$ cat src/rtl/alu_pkg.sv
// Shared definitions for the sequential ALU: opcodes, FSM states and default width.
package alu_pkg;

  localparam int DEF_WIDTH = 32;
  localparam int OP_WIDTH  = 3;

  localparam logic [OP_WIDTH-1:0] OP_ADD  = 3'b000;
  localparam logic [OP_WIDTH-1:0] OP_SUB  = 3'b001;
  localparam logic [OP_WIDTH-1:0] OP_INC  = 3'b010;
  localparam logic [OP_WIDTH-1:0] OP_DEC  = 3'b011;
  localparam logic [OP_WIDTH-1:0] OP_PASS = 3'b100;
  localparam logic [OP_WIDTH-1:0] OP_NOT  = 3'b101;
  localparam logic [OP_WIDTH-1:0] OP_DIV  = 3'b110;
  localparam logic [OP_WIDTH-1:0] OP_AND  = 3'b111;

  typedef enum logic {
    IDLE = 1'b0,
    DIV  = 1'b1
  } state_t;

endpackage

$ cat src/rtl/alu_seq_if.sv
// Command/result handshake bundle between a command source and the sequential ALU.
interface alu_seq_if
  import alu_pkg::*;
#(
  parameter int WIDTH = DEF_WIDTH
);
  logic                in_valid;
  logic                in_ready;
  logic [OP_WIDTH-1:0] op;
  logic [WIDTH-1:0]    a;
  logic [WIDTH-1:0]    b;
  logic                out_valid;
  logic                out_ready;
  logic [WIDTH-1:0]    res;
  logic                zero;
  logic                carry;
  logic                ovf;
  logic                dbz;

  modport master (
    output in_valid, op, a, b, out_ready,
    input  in_ready, out_valid, res, zero, carry, ovf, dbz
  );

  modport slave (
    input  in_valid, op, a, b, out_ready,
    output in_ready, out_valid, res, zero, carry, ovf, dbz
  );
endinterface

$ cat src/rtl/div_restoring.sv
// Unsigned restoring divider: one quotient bit per clock, WIDTH iterations after start.
module div_restoring
  import alu_pkg::*;
#(
  parameter int WIDTH = DEF_WIDTH
) (
  input  logic             clk,
  input  logic             rst_n,
  input  logic             start,
  input  logic [WIDTH-1:0] dividend,
  input  logic [WIDTH-1:0] divisor,
  output logic             busy,
  output logic             done,
  output logic [WIDTH-1:0] quotient
);
  localparam int CNT_W = $clog2(WIDTH) + 1;

  logic [CNT_W-1:0] r_cnt;
  logic [WIDTH-1:0] r_rem;
  logic [WIDTH-1:0] r_quo;
  logic [WIDTH-1:0] r_div;
  logic             r_busy;

  logic [WIDTH:0]   w_shift;
  logic [WIDTH:0]   w_diff;
  logic             w_bit;

  // Remainder stays below the divisor, so a WIDTH+1 difference never wraps past its sign bit.
  always_comb begin
    w_shift = {r_rem, r_quo[WIDTH-1]};
    w_diff  = w_shift - {1'b0, r_div};
    w_bit   = ~w_diff[WIDTH];
  end

  assign quotient = {r_quo[WIDTH-2:0], w_bit};
  assign done     = r_busy && (r_cnt == CNT_W'(1));
  assign busy     = r_busy;

  always_ff @(posedge clk or negedge rst_n) begin
    if (!rst_n) begin
      r_cnt  <= '0;
      r_rem  <= '0;
      r_quo  <= '0;
      r_div  <= '0;
      r_busy <= 1'b0;
    end else if (start) begin
      r_cnt  <= CNT_W'(WIDTH);
      r_rem  <= '0;
      r_quo  <= dividend;
      r_div  <= divisor;
      r_busy <= 1'b1;
    end else if (r_busy) begin
      r_rem  <= w_bit ? w_diff[WIDTH-1:0] : w_shift[WIDTH-1:0];
      r_quo  <= quotient;
      r_cnt  <= r_cnt - CNT_W'(1);
      if (done) r_busy <= 1'b0;
    end
  end
endmodule

$ cat src/rtl/alu_seq.sv
// Sequential 8-op ALU with valid/ready on both sides, registered result/flags and a
// multi-cycle restoring divider.
module alu_seq
  import alu_pkg::*;
#(
  parameter int WIDTH = DEF_WIDTH,
  parameter int OP_W  = OP_WIDTH
) (
  input  logic      clk,
  input  logic      rst_n,
  input  logic      en,
  alu_seq_if.slave  bus
);
  state_t           r_state;
  state_t           w_state_nxt;

  logic             r_out_valid;
  logic [WIDTH-1:0] r_res;
  logic             r_zero;
  logic             r_carry;
  logic             r_ovf;
  logic             r_dbz;

  logic [OP_W-1:0]  w_op;
  logic [WIDTH-1:0] w_rhs;
  logic [WIDTH:0]   w_sum;
  logic [WIDTH-1:0] w_dif;
  logic [WIDTH-1:0] w_res;
  logic             w_carry;
  logic             w_ovf;
  logic             w_dbz;

  logic             w_in_ready;
  logic             w_accept;
  logic             w_start;
  logic             w_busy;
  logic             w_done;
  logic             w_div_done;
  logic [WIDTH-1:0] w_quo;

  function automatic logic add_ovf(input logic signed [WIDTH-1:0] x,
                                   input logic signed [WIDTH-1:0] y,
                                   input logic signed [WIDTH-1:0] r);
    return ((x < 0) == (y < 0)) && ((r < 0) != (x < 0));
  endfunction

  function automatic logic sub_ovf(input logic signed [WIDTH-1:0] x,
                                   input logic signed [WIDTH-1:0] y,
                                   input logic signed [WIDTH-1:0] r);
    return ((x < 0) != (y < 0)) && ((r < 0) != (x < 0));
  endfunction

  assign w_op       = bus.op;
  assign w_in_ready = en && (r_state != DIV) && !w_busy && (!r_out_valid || bus.out_ready);
  assign w_accept   = bus.in_valid && w_in_ready;
  assign w_start    = w_accept && (w_op == OP_DIV) && (bus.b != '0);
  assign w_div_done = (r_state == DIV) && w_done;

  // inc/dec reuse the add/sub paths with an implicit operand of 1.
  always_comb begin
    w_rhs   = ((w_op == OP_INC) || (w_op == OP_DEC)) ? WIDTH'(1) : bus.b;
    w_sum   = {1'b0, bus.a} + {1'b0, w_rhs};
    w_dif   = bus.a - w_rhs;
    w_res   = '0;
    w_carry = 1'b0;
    w_ovf   = 1'b0;
    w_dbz   = 1'b0;
    case (w_op)
      OP_ADD, OP_INC: begin
        w_res   = w_sum[WIDTH-1:0];
        w_carry = w_sum[WIDTH];
        w_ovf   = add_ovf(bus.a, w_rhs, w_sum[WIDTH-1:0]);
      end
      OP_SUB, OP_DEC: begin
        w_res   = w_dif;
        w_carry = bus.a < w_rhs;
        w_ovf   = sub_ovf(bus.a, w_rhs, w_dif);
      end
      OP_PASS: w_res = bus.a;
      OP_NOT:  w_res = ~bus.a;
      OP_DIV: begin
        w_res = '1;
        w_dbz = 1'b1;
      end
      OP_AND:  w_res = bus.a & bus.b;
      default: w_res = '0;
    endcase
  end

  div_restoring #(.WIDTH(WIDTH)) u_div (
    .clk      (clk),
    .rst_n    (rst_n),
    .start    (w_start),
    .dividend (bus.a),
    .divisor  (bus.b),
    .busy     (w_busy),
    .done     (w_done),
    .quotient (w_quo)
  );

  always_comb begin
    w_state_nxt = r_state;
    case (r_state)
      IDLE:    if (w_start) w_state_nxt = DIV;
      DIV:     if (w_done)  w_state_nxt = IDLE;
      default: w_state_nxt = IDLE;
    endcase
  end

  // Result stage: loads on a non-div accept or on the divider's last iteration.
  always_ff @(posedge clk or negedge rst_n) begin
    if (!rst_n) begin
      r_state     <= IDLE;
      r_out_valid <= 1'b0;
      r_res       <= '0;
      r_zero      <= 1'b0;
      r_carry     <= 1'b0;
      r_ovf       <= 1'b0;
      r_dbz       <= 1'b0;
    end else begin
      r_state <= w_state_nxt;
      if (w_accept && !w_start) begin
        r_out_valid <= 1'b1;
        r_res       <= w_res;
        r_zero      <= (w_res == '0);
        r_carry     <= w_carry;
        r_ovf       <= w_ovf;
        r_dbz       <= w_dbz;
      end else if (w_div_done) begin
        r_out_valid <= 1'b1;
        r_res       <= w_quo;
        r_zero      <= (w_quo == '0);
        r_carry     <= 1'b0;
        r_ovf       <= 1'b0;
        r_dbz       <= 1'b0;
      end else if (r_out_valid && bus.out_ready) begin
        r_out_valid <= 1'b0;
      end
    end
  end

  assign bus.in_ready  = w_in_ready;
  assign bus.out_valid = r_out_valid;
  assign bus.res       = r_res;
  assign bus.zero      = r_zero;
  assign bus.carry     = r_carry;
  assign bus.ovf       = r_ovf;
  assign bus.dbz       = r_dbz;
endmodule

$ cat src/flat_wrapper.sv
// flat-port wrapper written by rule: the top's interface ports become plain ports
module alu_seq_flat import alu_pkg::*;
#(
  parameter int WIDTH = DEF_WIDTH,
  parameter int OP_W  = OP_WIDTH
)
  (clk, rst_n, en, bus_in_valid, bus_op, bus_a, bus_b, bus_out_ready, bus_in_ready, bus_out_valid, bus_res, bus_zero, bus_carry, bus_ovf, bus_dbz);
  alu_seq_if #(.WIDTH(WIDTH)) bus_i ();
  input  logic clk;
  input  logic rst_n;
  input  logic en;
  input wire logic [$bits(bus_i.in_valid)-1:0] bus_in_valid;
  input wire logic [$bits(bus_i.op)-1:0] bus_op;
  input wire logic [$bits(bus_i.a)-1:0] bus_a;
  input wire logic [$bits(bus_i.b)-1:0] bus_b;
  input wire logic [$bits(bus_i.out_ready)-1:0] bus_out_ready;
  output wire logic [$bits(bus_i.in_ready)-1:0] bus_in_ready;
  output wire logic [$bits(bus_i.out_valid)-1:0] bus_out_valid;
  output wire logic [$bits(bus_i.res)-1:0] bus_res;
  output wire logic [$bits(bus_i.zero)-1:0] bus_zero;
  output wire logic [$bits(bus_i.carry)-1:0] bus_carry;
  output wire logic [$bits(bus_i.ovf)-1:0] bus_ovf;
  output wire logic [$bits(bus_i.dbz)-1:0] bus_dbz;
  assign bus_i.in_valid = bus_in_valid;
  assign bus_i.op = bus_op;
  assign bus_i.a = bus_a;
  assign bus_i.b = bus_b;
  assign bus_i.out_ready = bus_out_ready;
  assign bus_in_ready = bus_i.in_ready;
  assign bus_out_valid = bus_i.out_valid;
  assign bus_res = bus_i.res;
  assign bus_zero = bus_i.zero;
  assign bus_carry = bus_i.carry;
  assign bus_ovf = bus_i.ovf;
  assign bus_dbz = bus_i.dbz;
  alu_seq #(.WIDTH(WIDTH), .OP_W(OP_W)) u_core (.clk(clk), .rst_n(rst_n), .en(en), .bus(bus_i));
endmodule
$ cat config.mk
export PLATFORM = sky130hd
export DESIGN_NAME = alu_seq_flat
export DESIGN_NICKNAME = d
export VERILOG_FILES = /design/src/rtl/alu_pkg.sv /design/src/rtl/alu_seq_if.sv /design/src/rtl/div_restoring.sv /design/src/rtl/alu_seq.sv /design/src/flat_wrapper.sv
export SDC_FILE = /design/constraint.sdc
export NUM_CORES = 1
export LEC_CHECK = 0
export BUFFER_PORTS_ARGS = -buffer_cell sky130_fd_sc_hd__buf_2
export CAP_MARGIN = 5
export CELL_PAD_IN_SITES_DETAIL_PLACEMENT = 1
export CELL_PAD_IN_SITES_GLOBAL_PLACEMENT = 2
export CORE_AREA = 2 2 136 270
export CTS_BUF_LIST = sky130_fd_sc_hd__clkbuf_16
export DETAILED_ROUTE_END_ITERATION = 7
export DIE_AREA = 0 0 138 272
export GPL_ROUTABILITY_DRIVEN = 0
export PLACE_DENSITY_LB_ADDON = 0.1
export SLEW_MARGIN = 20
export SYNTH_ARGS = -nofsm -noshare
export SYNTH_HDL_FRONTEND = slang
export SYNTH_SLANG_ARGS = --single-unit
$ cat constraint.sdc
create_clock -name clk -period 4.6 [get_ports clk]
set_input_delay 0.46 -clock clk [delete_from_list [all_inputs] [get_ports clk]]
set_output_delay 0.46 -clock clk [all_outputs]
set_load 0.02 [all_outputs]
* Word level (Yosys, flattened, before mapping)
Cells that the tools add are included.
** Storage, ports and cells
- Flip-flop bits (word level) :: 141
- Latch bits :: 0
- Bits in writable memories :: 0
- Memory bits (read-only) :: 0
- Input port bits :: 72
- Output and inout port bits :: 38
- Logic and storage cells :: 91
- Memories kept :: 0
** Operators by class
- Add/sub/neg operators :: 4
- $mul :: 0
- Div/mod/pow operators :: 0
- $lt $le $gt $ge :: 5
- Eq/ne operators :: 12
- Shift-type cells :: 0
- Muxes and demuxes :: 28
- Bitwise logic cells :: 4
- Reductions and logical operators :: 26
** Operator list (count)
- 32-bit two-way mux :: 8
- 32-bit case mux with 6 select lines :: 1
- 32-bit by 1-bit less-than comparator with 1-bit output (second input constant) :: 4
- 32-bit logical NOT :: 2
- 32-bit by 32-bit adder with 33-bit output :: 1
- 33-bit by 32-bit subtractor with 33-bit output :: 1
- 32-bit bitwise AND :: 1
- 32-bit less-than comparator :: 1
- 32-bit NOT :: 1
- 32-bit nonzero test :: 1
- 32-bit subtractor :: 1
- 1-bit two-way mux :: 14
- 3-bit == test (second input constant) :: 4
- 1-bit logical AND :: 12
- 6-bit two-way mux :: 2
- 3-bit by 2-bit == test with 1-bit output (second input constant) :: 2
- 6-bit by 1-bit == test with 1-bit output (second input constant) :: 1
- 1-bit case mux with 2 select lines :: 3
- 6-bit by 1-bit subtractor with 6-bit output (second input constant) :: 1
- 2-bit nonzero test :: 2
- 2-bit OR reduction :: 2
- 3-bit by 1-bit == test with 1-bit output (second input constant) :: 1
- 1-bit logical NOT :: 3
- 3-bit logical NOT :: 1
- other kinds (5) :: 9

* Longest topological paths before layout
Gate-level depths: netlist (run 1).
- Depth after elaboration :: 10
- Depth in mapped cells :: 22
- Gate-level depth less buffers :: 17

* Cells and area by module
Synthesis (run 1) repeated with hierarchy kept, for this count alone.
** Second synthesis, totals
- Cells, all modules :: 1827
- Area, all modules :: 14000.9 µm²
** By module, submodules not included
- alu_seq :: instances 1, cells an instance 1087, area each 7390.8 µm², seq. area each 950.9 µm²
- div_restoring :: instances 1, cells an instance 740, area each 6610.1 µm², seq. area each 2577.5 µm²

* Worst setup path before layout (run 1)
OpenSTA, ideal clock, no wires.
- Kind :: input-to-reg
- Start :: input port bus_op[1]
- End :: register u_core.r_zero (netlist: u_core.bus.zero)
- Library setup time :: 65 ps
- Arrival :: 5237 ps
- Data required time :: 4535 ps
- Slack :: -703 ps
- Stages on the path :: 21
- Buffers on the path :: 7
- Cell sequence :: clkbuf_1 clkbuf_1 buf_1 buf_1 clkbuf_1 nand2_1 clkbuf_1 nand2_1 ha_1 buf_2 nor2b_1 a2111oi_0 or2_2 a31oi_1 o31ai_1 xnor2_1 a21oi_1 or4_1 nor4_1 and4_1 a31o_1
** On the way
- Longest elaborated chain between the ends :: 7
- Elaborated cells between the ends (all ways) :: 22
- Classes of those cells :: add/sub (2); eq/ne (7); mux (3); reduce/logical (10)
** RTL lines
- from (decl) :: line flat_wrapper.sv:13 : input wire logic [$bits(bus_i.op)-1:0] bus_op;
- 3-bit by 2-bit == test with 1-bit output :: line alu_seq.sv:61, alu_seq.sv:68
- 1-bit logical OR :: line alu_seq.sv:61 : w_rhs = ((w_op == OP_INC) || (w_op == OP_DEC)) ? WIDTH'(1) : bus.b;
- 32-bit two-way mux :: line alu_seq.sv:61
- 32-bit subtractor / 32-bit by 32-bit adder with 33-bit output (equally long branches) :: line alu_seq.sv:63, alu_seq.sv:62
- 32-bit case mux with 6 select lines :: line alu_seq.sv:68 : case (w_op)
- 32-bit logical NOT :: line alu_seq.sv:125 : r_zero <= (w_res == '0);
- 1-bit two-way mux :: line alu_seq.sv:122 : if (w_accept && !w_start) begin
- to (signal assigned) :: line alu_seq.sv:125
- to (signal assigned) :: line alu_seq.sv:132 : r_zero <= (w_quo == '0);
- to (decl) :: line alu_seq.sv:19 : logic r_zero;
Parallel ways exist; a longest one is shown, timed or not.
A chain may end at the register's enable or synchronous reset.

* Worst setup path in the final report (run 1)
- Start :: input port bus_op[2]
- End :: register u_core.r_zero (netlist: u_core.bus.zero)
Same word-level chain as after synthesis.

==> results.tsv, run 1 <==
stage	metric	value	unit
route	Total Wirelength	53.8	mm
power_and_ir_drop	Leakage	7.09	nW
worst_setup_path	worst reg2reg path startpoint	u_core.u_div.r_quo[31]	
floorplan	Die H	272	um
final_layout	Final nets	1967	
floorplan	row count	98	
synth	Yosys cell types	73	
worst_setup_path	CP max stage delay	610	ps
timing	# setup viols final	0	
global_routing	GRT Util Overall	28.6	%
synth	Yosys top cell area share	28.0	%
timing	Setup Skew	10.7	ps
timing	Final Cycle Share	89.3	%
cts	Clock Pin Slew Worst Setup and Hold Paths	60	ps
worst_setup_path	critical path depth in cells	18	
route	DRT iter0 DRCs	507	
final_layout	layout cells sized above 1	13.4	%
job	max-cap check violation count	0	
final_layout	most frequent cells in the layout	nand2_1, o21ai_0, dfrtp_1	
timing	slew margin rel.	27.3	%
synth	Synth Warn #	0	
synth	Post-synth EDFFs	0	
global_routing	largest net degree at the start of global routing	100	
final_layout	fill count	4430	
worst_setup_path	worst setup path category	input port to flop	
global_routing	vias in the first global route	14200	
global_routing	initial antenna violation count	0	
synth	Cell Area, Synth	0.0126	mm2
min_path	hold crit path type	input port to async pin	
worst_setup_path	Worst Setup SP	bus_op[2]	
outcome	status	complete, no violations	
final_layout	Ant. Diodes	0	
synth	post-synth top area cell	dfrtp_1	
floorplan	IO Pins	110	
final_layout	Final Core Density	41.5	%
worst_setup_path	cell family with most CP delay	compound AO/OA/AOI/OAI gates	
synth	Syn Inst Count	1666	
timing	RSZ-0062 raised after global routing	false	
synth	sequential fraction of the synthesis area	28.0	%
placed_design	DP Wirelength	42.5	mm
cts	Clock H-tree levels	4	
route	DR vias/cell	5.85	
synth	fraction of registers with async set/reset	100	%
global_routing	Overflow after GRT	0	
worst_setup_path	R2R Setup Slk	590	ps
timing	post-layout min period	4110	ps
timing	Slew @ Worst Pin	1090	ps
power_and_ir_drop	PD cells	519	mW/mm2
worst_setup_path	crit-path cells	buf_2 > inv_1 > nand2_2 > nand2b_1 > ha_1 > fa_1 > nor2b_1 > o2111ai_1 > a311oi_1 > nor2_1 > o21ai_0 > xor2_1 > o311a_1 > a2111oi_0 > nand4b_1 > nor4_1 > and4_1 > a31o_1	
floorplan	core area	0.0356	mm2
final_layout	post-route cell area	0.0147	mm2
route	drt first pass iters	5	
cts	CTS Buf Count	17	
worst_setup_path	required time worst endpoint	4970	ps
timing	TNS Setup	0	ps
route	DRT antenna net count	0	
placed_design	dpl ws	44.2	ps
final_layout	Area growth syn-to-layout	17.0	%
synth	register bit total from synthesis	141	
synth	syn_nets	1849	
timing	WHS	72.1	ps
timing	Final Max Slew Viols	0	
synth	main flop type after synthesis	dfrtp_1	
timing	setup slack after layout	491	ps
final_layout	Layout Cells excl Fill	2247	
route	via count	13100	
placed_design	Placed Area	0.0140	mm2
worst_setup_path	worst path bufs/invs	2	
cts	Post-CTS Hold Buffers	0	
placed_design	Cells after DPL	2215	
worst_setup_path	crit start category	input port	
worst_setup_path	Worst setup EP type	flop	
worst_setup_path	Critical-path top delay cell	a2111oi_0	
worst_setup_path	Worst Reg2Reg Path Length in Cells	16	
cts	post-CTS sizing	0	
route	DR WL/cell	24.0	um
synth	Area contributors post-synth	dfrtp_1, ha_1, nand2_1	
placed_design	PortBufs	109	
power_and_ir_drop	VDD IR max	677	uV
timing	Fmax	0.243	GHz
floorplan	die area	0.0375	mm2
floorplan	Die Width	138	um
synth	Mapped Avg Cell Area	7.56	um2
final_layout	most common library cell in the layout ignoring fill and taps	nand2_1	
worst_setup_path	crit path max fanout	4	
cts	Sink Count	141	
cts	clock root buffer	clkbuf_16	
cts	Worst-Skew Late Latency	430	ps
cts	Post-CTS Setup Bufs	0	
cts	Max Root-Sink Buffers	2	
power_and_ir_drop	Tot Pwr	7.65	mW
timing	Final Hold Vio Count	0	
floorplan	Starting Density	35.4	%
global_routing	first-pass GRT wire length	83.6	mm
cts	CTS tree	built	
worst_setup_path	critical path arrival	4480	ps
route	residual DRC count	0	
worst reg2reg max path, delay by kind of cell, from the launching register on:
| family | cells | cell delay [ps] |
|---|---|---|
| buf+inv | 3 | 430 |
| flops | 1 | 360 |
| simple gates | 5 | 1040 |
| compound gates | 6 | 1420 |
| fa+ha+maj | 2 | 630 |
sequential cells by signal, summed over array words and instances (netlist names):
signal	cells
u_core.u_div.busy	1
u_core.u_div.r_rem	32
u_core.bus.carry	1
u_core.bus.dbz	1
u_core.bus.ovf	1
u_core.bus.res	32
u_core.u_div.r_cnt	6
u_core.bus.out_valid	1
u_core.bus.zero	1
u_core.u_div.r_quo	32
u_core.u_div.r_div	32
u_core.r_state	1
synthesized netlist by cell type, drive strengths merged (11+ instances only):
cell type and count:
nand2 275, o21ai 177, dfrtp 141, a21oi 123, ha 108, nor2 108
inv 105, clkbuf 78, a22oi 62, xnor2 38, a21o 33, nand3 31
nor3 29, a31oi 27, nor4 26, xor2 25, o21a 21, nor2b 20
nand2b 17, a211oi 16, mux2i 16, nand4 15, o31ai 13, and2 12
buf 11, o21bai 11
layer usage:
layer	share of wire (%)	wire length [um]	up-vias	track usage [%]
met5	0	0	-	0
met4	5.8	3110	0	15.8
met3	2.9	1560	137	3.15
met2	54	29000	304	54.9
met1	37	20100	6528	30.2
li1	-	-	6173	-
cell type report:
cell class	count	area, um2	area share (%)
clock buffer	17	425	2.89
clock inverter	15	275	1.87
inverter	105	394	2.67
multi-input combinational	1331	8360	56.7
sequential	141	3530	23.9
tap	450	563	3.82
timing repair buffer	188	1190	8.10
kinds of logic after synthesis:
family	synth area share, %
xor+xnor	4.38
compound gates	28.7
buf+inv	5.82
flops	28.0
fa+ha+maj	11.2
mux	1.27
simple gates	20.6
worst paths after layout:
path,to
worst max-delay path,u_core.bus.zero
worst min-delay path,u_core.u_div.r_quo[4]
worst max register to register,u_core.u_div.r_quo[0]
worst min register to register,u_core.bus.res[18]
max in group asynchronous,u_core.u_div.r_quo[28]
min in group clk,u_core.u_div.r_div[27]
where the power goes:
part	switching, mW	total, mW	internal, mW
clock network	0.565	1.68	1.12
logic	2.30	3.76	1.46
registers	0.459	2.20	1.75
total	3.32	7.65	4.32
(Power assumes the default switching activity.)
==> run 2: changes to the inputs <==
--- a/config.mk
+++ b/config.mk
@@ -7,14 +7,11 @@
 export LEC_CHECK = 0
 export BUFFER_PORTS_ARGS = -buffer_cell sky130_fd_sc_hd__buf_2
 export CAP_MARGIN = 5
-export CELL_PAD_IN_SITES_DETAIL_PLACEMENT = 1
-export CELL_PAD_IN_SITES_GLOBAL_PLACEMENT = 2
-export CORE_AREA = 2 2 136 270
+export CORE_AREA = 2 2 129 256
 export CTS_BUF_LIST = sky130_fd_sc_hd__clkbuf_16
 export DETAILED_ROUTE_END_ITERATION = 7
-export DIE_AREA = 0 0 138 272
+export DIE_AREA = 0 0 131 258
 export GPL_ROUTABILITY_DRIVEN = 0
-export PLACE_DENSITY_LB_ADDON = 0.1
 export SLEW_MARGIN = 20
 export SYNTH_ARGS = -nofsm -noshare
 export SYNTH_HDL_FRONTEND = slang
==> run 2 against run 1 <==
Sequential power is essentially flat. Clock power fell by 15%. Worst setup slack got worse by 180 ps. Power down 5.1%. Sequential cell count is the same. Critical path depth down 1. Global-route usage fell by 0.40 points. Critical endpoint unchanged.
==> results.tsv, run 2 (same netlist as run 1, synthesis figures left out) <==
stage	metric	value	unit	change
outcome	status	complete, no violations		
worst_setup_path	required time worst endpoint	4980	ps	about the same
route	Total Wirelength	47.2	mm	-12%
floorplan	die area	0.0338	mm2	-10%
job	max-cap check violation count	0		unchanged
power_and_ir_drop	Leakage	6.90	nW	-2.7%
global_routing	initial antenna violation count	0		unchanged
cts	Post-CTS Setup Bufs	0		unchanged
global_routing	GRT Util Overall	28.2	%	-0.40 points
route	residual DRC count	0		unchanged
timing	slew margin rel.	44.6	%	+17 points
min_path	hold crit path type	input port to async pin		
timing	WHS	12.0	ps	-60.2 ps
timing	Fmax	0.233	GHz	-4.3%
final_layout	Ant. Diodes	0		unchanged
placed_design	DP Wirelength	36.8	mm	-13%
power_and_ir_drop	PD cells	502	mW/mm2	-3.2%
cts	Max Root-Sink Buffers	2		unchanged
route	DRT iter0 DRCs	998		+97%
route	drt first pass iters	8		+3
route	via count	13100		+0.030%
timing	TNS Setup	0	ps	unchanged
floorplan	IO Pins	110		unchanged
final_layout	register area	0.00353	mm2	unchanged
global_routing	vias in the first global route	13400		-5.9%
worst_setup_path	crit path max fanout	5		+1
floorplan	Starting Density	39.4	%	+3.9 points
final_layout	most frequent cells in the layout	nand2_1, o21ai_0, dfrtp_1		
final_layout	Multi-input gate area	0.00837	mm2	about the same
route	DR vias/cell	5.97		+2.1%
cts	Clock Pin Slew Worst Setup and Hold Paths	70	ps	about the same
worst_setup_path	worst setup path category	input port to flop		
final_layout	most common library cell in the layout ignoring fill and taps	nand2_1		
power_and_ir_drop	Tot Pwr	7.26	mW	-5.1%
global_routing	largest net degree at the start of global routing	100		unchanged
final_layout	layout cells sized above 1	12.4	%	-0.95 points
final_layout	Final nets	1944		-1.2%
floorplan	Die H	258	um	-5.1%
cts	CTS Buf Count	17		unchanged
timing	Final Max Slew Viols	0		unchanged
timing	Final Cycle Share	93.3	%	+4.0 points
worst_setup_path	Worst setup EP type	flop		
cts	clock root buffer	clkbuf_16		
cts	CTS tree	built		
final_layout	fill count	3266		-26%
floorplan	Die Width	131	um	-5.1%
route	DR WL/cell	21.4	um	-10%
cts	Worst-Skew Late Latency	440	ps	about the same
final_layout	Area growth syn-to-layout	14.7	%	
floorplan	core area	0.0320	mm2	-10%
worst_setup_path	crit start category	input port		
global_routing	Overflow after GRT	0		unchanged
timing	post-layout min period	4290	ps	+184 ps
power_and_ir_drop	VDD IR max	279	uV	-59%
timing	# setup viols final	0		unchanged
worst_setup_path	critical path arrival	4670	ps	+190 ps
cts	Clock H-tree levels	4		unchanged
timing	RSZ-0062 raised after global routing	false		
timing	Setup Skew	10.2	ps	-0.524 ps
timing	Final Hold Vio Count	0		unchanged
timing	Slew @ Worst Pin	829	ps	-259 ps
cts	Sink Count	141		unchanged
placed_design	PortBufs	109		unchanged
floorplan	row count	93		-5.1%
global_routing	first-pass GRT wire length	73.0	mm	-13%
route	DRT antenna net count	0		unchanged
run 2: area by class of cell:
type	instances	share of cell area, %
Clock buffer	17	2.95
Clock inverter	15	1.19
Inverter	105	2.73
Multi-Input combinational cell	1331	57.9
Sequential cell	141	24.4
Tap cell	427	3.70
Timing Repair Buffer	165	7.08
run 2: through the flow:
stage          setup WS [ps]  instances  utilization [%]  area, um2
2_1_floorplan           4.90       1666                -      12600
3_3_place_gp            -148       2169             43.3      13800
3_5_place_dp            -171       2169             43.3      13800
4_1_cts                  255       2201             45.1      14400
5_1_grt                  114       2201             45.1      14400
6_report                 308       2201             45.1      14400
run 2: final timing paths:
check / endpoint / slack, ps / cells past startpoint / start
worst max-delay path: u_core.bus.zero / 310 / 17 / bus_op[1]
worst min-delay path: u_core.u_div.r_div[25] / 10 / 1 / rst_n
worst max register to register: u_core.u_div.r_quo[0] / 580 / 15 / u_core.u_div.r_quo[31]
worst min register to register: u_core.u_div.r_div[0] / 500 / 2 / u_core.u_div.r_div[0]
max in group asynchronous: u_core.bus.res[3] / 3720 / 2 / rst_n
min in group clk: u_core.u_div.r_div[28] / 310 / 3 / bus_b[28]
run 2: per-layer routing:
metal  GRT usage, %  vias to the layer above  part of all wire (%)
met5              0                        -                     0
met4           22.2                        0                   8.8
met3           3.34                      205                   4.4
met2           49.5                      525                    51
met1           29.7                     6279                    35
li1               -                     6137                     -
run 2: power by group:
part | total [mW] | switching [mW] | internal, mW
clock | 1.43 | 0.580 | 0.850
combinational | 3.62 | 2.20 | 1.42
sequential | 2.21 | 0.466 | 1.75
total | 7.26 | 3.24 | 4.01
run 2: repair_timing:
item	CTS	global route
endpoints found under the setup margin	0	1
hold buffers	0	0
resized for setup	0	1
run 2: worst max-delay path: stages:
cell	delay (ps)
buf_2	150
nand2_2	120
nand2b_1	110
ha_1	220
fa_1	410
nor2b_1	170
o2111ai_1	190
a311oi_2	380
nor2_1	140
o21ai_0	280
xor2_1	120
o311a_1	390
a2111oi_0	590
nand4b_1	260
nor4_1	290
and4_1	240
a31o_1	140
==> run 3: changes to the inputs <==
--- a/config.mk
+++ b/config.mk
@@ -5,12 +5,13 @@
 export SDC_FILE = /design/constraint.sdc
 export NUM_CORES = 1
 export LEC_CHECK = 0
+export ABC_AREA = 1
 export BUFFER_PORTS_ARGS = -buffer_cell sky130_fd_sc_hd__buf_2
 export CAP_MARGIN = 5
-export CORE_AREA = 2 2 129 256
+export CORE_AREA = 2 2 139 277
 export CTS_BUF_LIST = sky130_fd_sc_hd__clkbuf_16
 export DETAILED_ROUTE_END_ITERATION = 7
-export DIE_AREA = 0 0 131 258
+export DIE_AREA = 0 0 141 279
 export GPL_ROUTABILITY_DRIVEN = 0
 export SLEW_MARGIN = 20
 export SYNTH_ARGS = -nofsm -noshare
==> run 3 against run 2 <==
The run now ends with DRC left. Cell count increased by 32%. Die area increased by 16%. Clock skew decreased by 1.1 ps. Via count increased by 24%. Clock power decreased by 10%. Utilization decreased by 1.5 points. Maximum frequency increased by 6.0%. Final area increased by 12%. First-iteration DRC count increased by 14%. Sequential cell count unchanged. Largest power group is now clock. Highest routed layer unchanged.
==> results.tsv, run 3 <==
stage	metric	value	unit	change
global_routing	GRT Util Overall	31.8	%	+3.6 points
synth	Area contributors post-synth	dfrtp_1, nand2_1, inv_1		
synth	Synth Warn #	0		unchanged
worst_setup_path	worst reg2reg path startpoint	u_core.u_div.r_quo[31]		
outcome	violated checks	DRC		
synth	Yosys cell types	60		-18%
synth	most frequent cell after synthesis	nand2_1		
placed_design	DP Wirelength	50.9	mm	+38%
final_layout	Area growth syn-to-layout	9.97	%	
route	DR vias/cell	5.60		-6.3%
floorplan	Die Width	141	um	+7.6%
cts	Clock H-tree levels	4		unchanged
power_and_ir_drop	VDD IR max	241	uV	-14%
floorplan	Starting Density	39.7	%	+0.33 points
route	via count	16200		+24%
worst_setup_path	Worst Setup SP	bus_op[2]		
placed_design	Cells after DPL	2872		+32%
final_layout	layout cells sized above 1	10.1	%	-2.3 points
route	Total Wirelength	62.6	mm	+33%
timing	RSZ-0062 raised after global routing	false		
worst_setup_path	required time worst endpoint	4970	ps	about the same
final_layout	Multi-input gate area	0.00929	mm2	+11%
final_layout	Layout Cells excl Fill	2904		+32%
floorplan	Die H	279	um	+8.1%
cts	Max Root-Sink Buffers	2		unchanged
synth	post-synth top area cell	dfrtp_1		
synth	sequential fraction of the synthesis area	23.9	%	-4.1 points
global_routing	first-pass GRT wire length	93.7	mm	+28%
outcome	status	complete, but fails checks		
synth	register bit total from synthesis	141		unchanged
synth	main flop type after synthesis	dfrtp_1		
timing	# setup viols final	0		unchanged
timing	Final Cycle Share	88.0	%	-5.3 points
route	residual DRC count	1		+1
cts	CTS Buf Count	17		unchanged
floorplan	row count	100		+7.5%
final_layout	Final nets	2615		+35%
synth	fraction of registers with async set/reset	100	%	unchanged
job	max-cap check violation count	0		unchanged
worst_setup_path	crit path max fanout	8		+3
synth	syn_nets	2537		+37%
cts	Post-CTS Hold Buffers	0		unchanged
synth	Mapped Avg Cell Area	6.27	um2	-17%
synth	Cell Area, Synth	0.0148	mm2	+17%
placed_design	PortBufs	109		unchanged
route	DRT iter0 DRCs	1140		+14%
worst_setup_path	crit start category	input port		
power_and_ir_drop	Leakage	8.27	nW	+20%
worst_setup_path	worst setup path category	input port to flop		
cts	Sink Count	141		unchanged
synth	most frequent cells after synthesis	nand2_1, inv_1, nor2_1		
worst_setup_path	R2R Setup Slk	1040	ps	+460 ps
final_layout	Ant. Diodes	0		unchanged
cts	CTS tree	built		
global_routing	vias in the first global route	16600		+24%
final_layout	most frequent cells in the layout	nand2_1, inv_1, nor2_1		
final_layout	register area	0.00353	mm2	unchanged
worst_setup_path	Worst Reg2Reg Path Length in Cells	17		+2
worst_setup_path	Worst setup EP type	flop		
synth	Post-synth EDFFs	0		unchanged
cts	post-CTS sizing	0		unchanged
floorplan	core area	0.0372	mm2	+16%
worst_setup_path	CP endpoint	u_core.bus.zero		
final_layout	Final Core Density	43.7	%	-1.5 points
cts	clock root buffer	clkbuf_16		
synth	Syn Inst Count	2354		+41%
global_routing	Overflow after GRT	0		unchanged
route	DR WL/cell	21.6	um	+0.55%
timing	post-layout min period	4050	ps	-242 ps
timing	Fmax	0.247	GHz	+6.0%
timing	TNS Setup	0	ps	unchanged
timing	slew margin rel.	30.6	%	-14 points
floorplan	die area	0.0393	mm2	+16%
timing	Final Hold Vio Count	0		unchanged
min_path	hold crit path type	input port to async pin		
timing	Setup Skew	9.09	ps	-1.06 ps
floorplan	IO Pins	110		unchanged
timing	Slew @ Worst Pin	1040	ps	+209 ps
cts	Post-CTS Setup Bufs	0		unchanged
synth	Yosys top cell area share	23.9	%	-4.1 points
power_and_ir_drop	PD cells	222	mW/mm2	-56%
route	DRT antenna net count	0		unchanged
global_routing	largest net degree at the start of global routing	79		-21%
cts	Worst-Skew Late Latency	440	ps	about the same
final_layout	fill count	4041		+24%
route	drt first pass iters	8		unchanged
cts	Clock Pin Slew Worst Setup and Hold Paths	70	ps	about the same
global_routing	initial antenna violation count	0		unchanged
worst_setup_path	Reg-to-Reg End	u_core.u_div.r_rem[5]		
timing	Final Max Slew Viols	0		unchanged
final_layout	most common library cell in the layout ignoring fill and taps	nand2_1		
worst_setup_path	critical path arrival	4420	ps	-250 ps
-- run 3: metrics by stage --
stage	hold slack, ps	setup WS (ps)	power, mW	instance area, um2
2_1_floorplan	164	1400	1.93	14800
3_3_place_gp	467	471	2.30	15700
3_5_place_dp	472	423	2.30	15700
4_1_cts	85.1	863	3.58	16200
5_1_grt	98.9	494	3.78	16200
6_report	36.5	550	3.60	16200
-- run 3: worst min-delay path by stage --
| stage | startpoint | end | slack (ps) | cells after the start |
|---|---|---|---|---|
| after CTS | rst_n | u_core.bus.res[4] | 90 | 1 |
| after floorplan | rst_n | u_core.bus.carry | 160 | 0 |
| after global placement | u_core.u_div.r_div[2] | u_core.u_div.r_div[2] | 470 | 2 |
| final | rst_n | u_core.bus.res[4] | 40 | 1 |
| after detailed placement | u_core.bus.carry | u_core.bus.carry | 470 | 2 |
| after global routing | rst_n | u_core.bus.res[5] | 100 | 1 |
-- run 3: layout make-up --
type,count,area share [%]
Inverter,405,9.39
Tap cell,459,3.54
Clock buffer,17,2.62
Clock inverter,15,0.694
Timing Repair Buffer,136,4.73
Multi-Input combinational cell,1731,57.3
Sequential cell,141,21.8
-- run 3: critical path: stages --
cell,delay [ps]
buf_2,210
nor2_2,90
inv_1,250
buf_4,220
nand2_1,100
ha_1,230
fa_1,430
inv_1,100
nand3_1,90
nand3_1,300
nand2_1,130
nand2_1,260
nand2_1,110
nand2_1,220
nand2_1,80
nand3_1,90
nand3_1,80
nor2_1,190
nand2_1,80
nor2_1,240
nand2_1,90
nor2_1,120
nand2_1,70
nand2_1,60
nand2_1,50
nand2_1,40
-- run 3: kinds of logic after synthesis --
| group | Yosys count | synth area share, % |
|---|---|---|
| AND/OR/NAND/NOR | 1208 | 34.1 |
| buffers and inverters | 482 | 13.3 |
| AO/OA/AOI/OAI | 383 | 17.4 |
| flip-flops | 141 | 23.9 |
| adder cells (fa/ha/maj) | 111 | 9.57 |
| XOR/XNOR | 28 | 1.66 |
| multiplexers | 1 | 0.0679 |
-- run 3: power breakdown --
group                   switching, mW  internal [mW]  total [mW]  leakage (nW)
Sequential     0.00000000000000000798           1.24        1.24          1.41
Combinational                   0.783          0.297        1.08          6.61
Clock                           0.588          0.693        1.28         0.256
-- run 3: metal layers --
metal	track usage, %	routed length, um	vias to the layer above
li1	-	-	7764
met2	58.1	32000	648
met5	0	0	-
met4	30.8	7180	0
met1	29.6	20500	7545
met3	4.12	2910	291
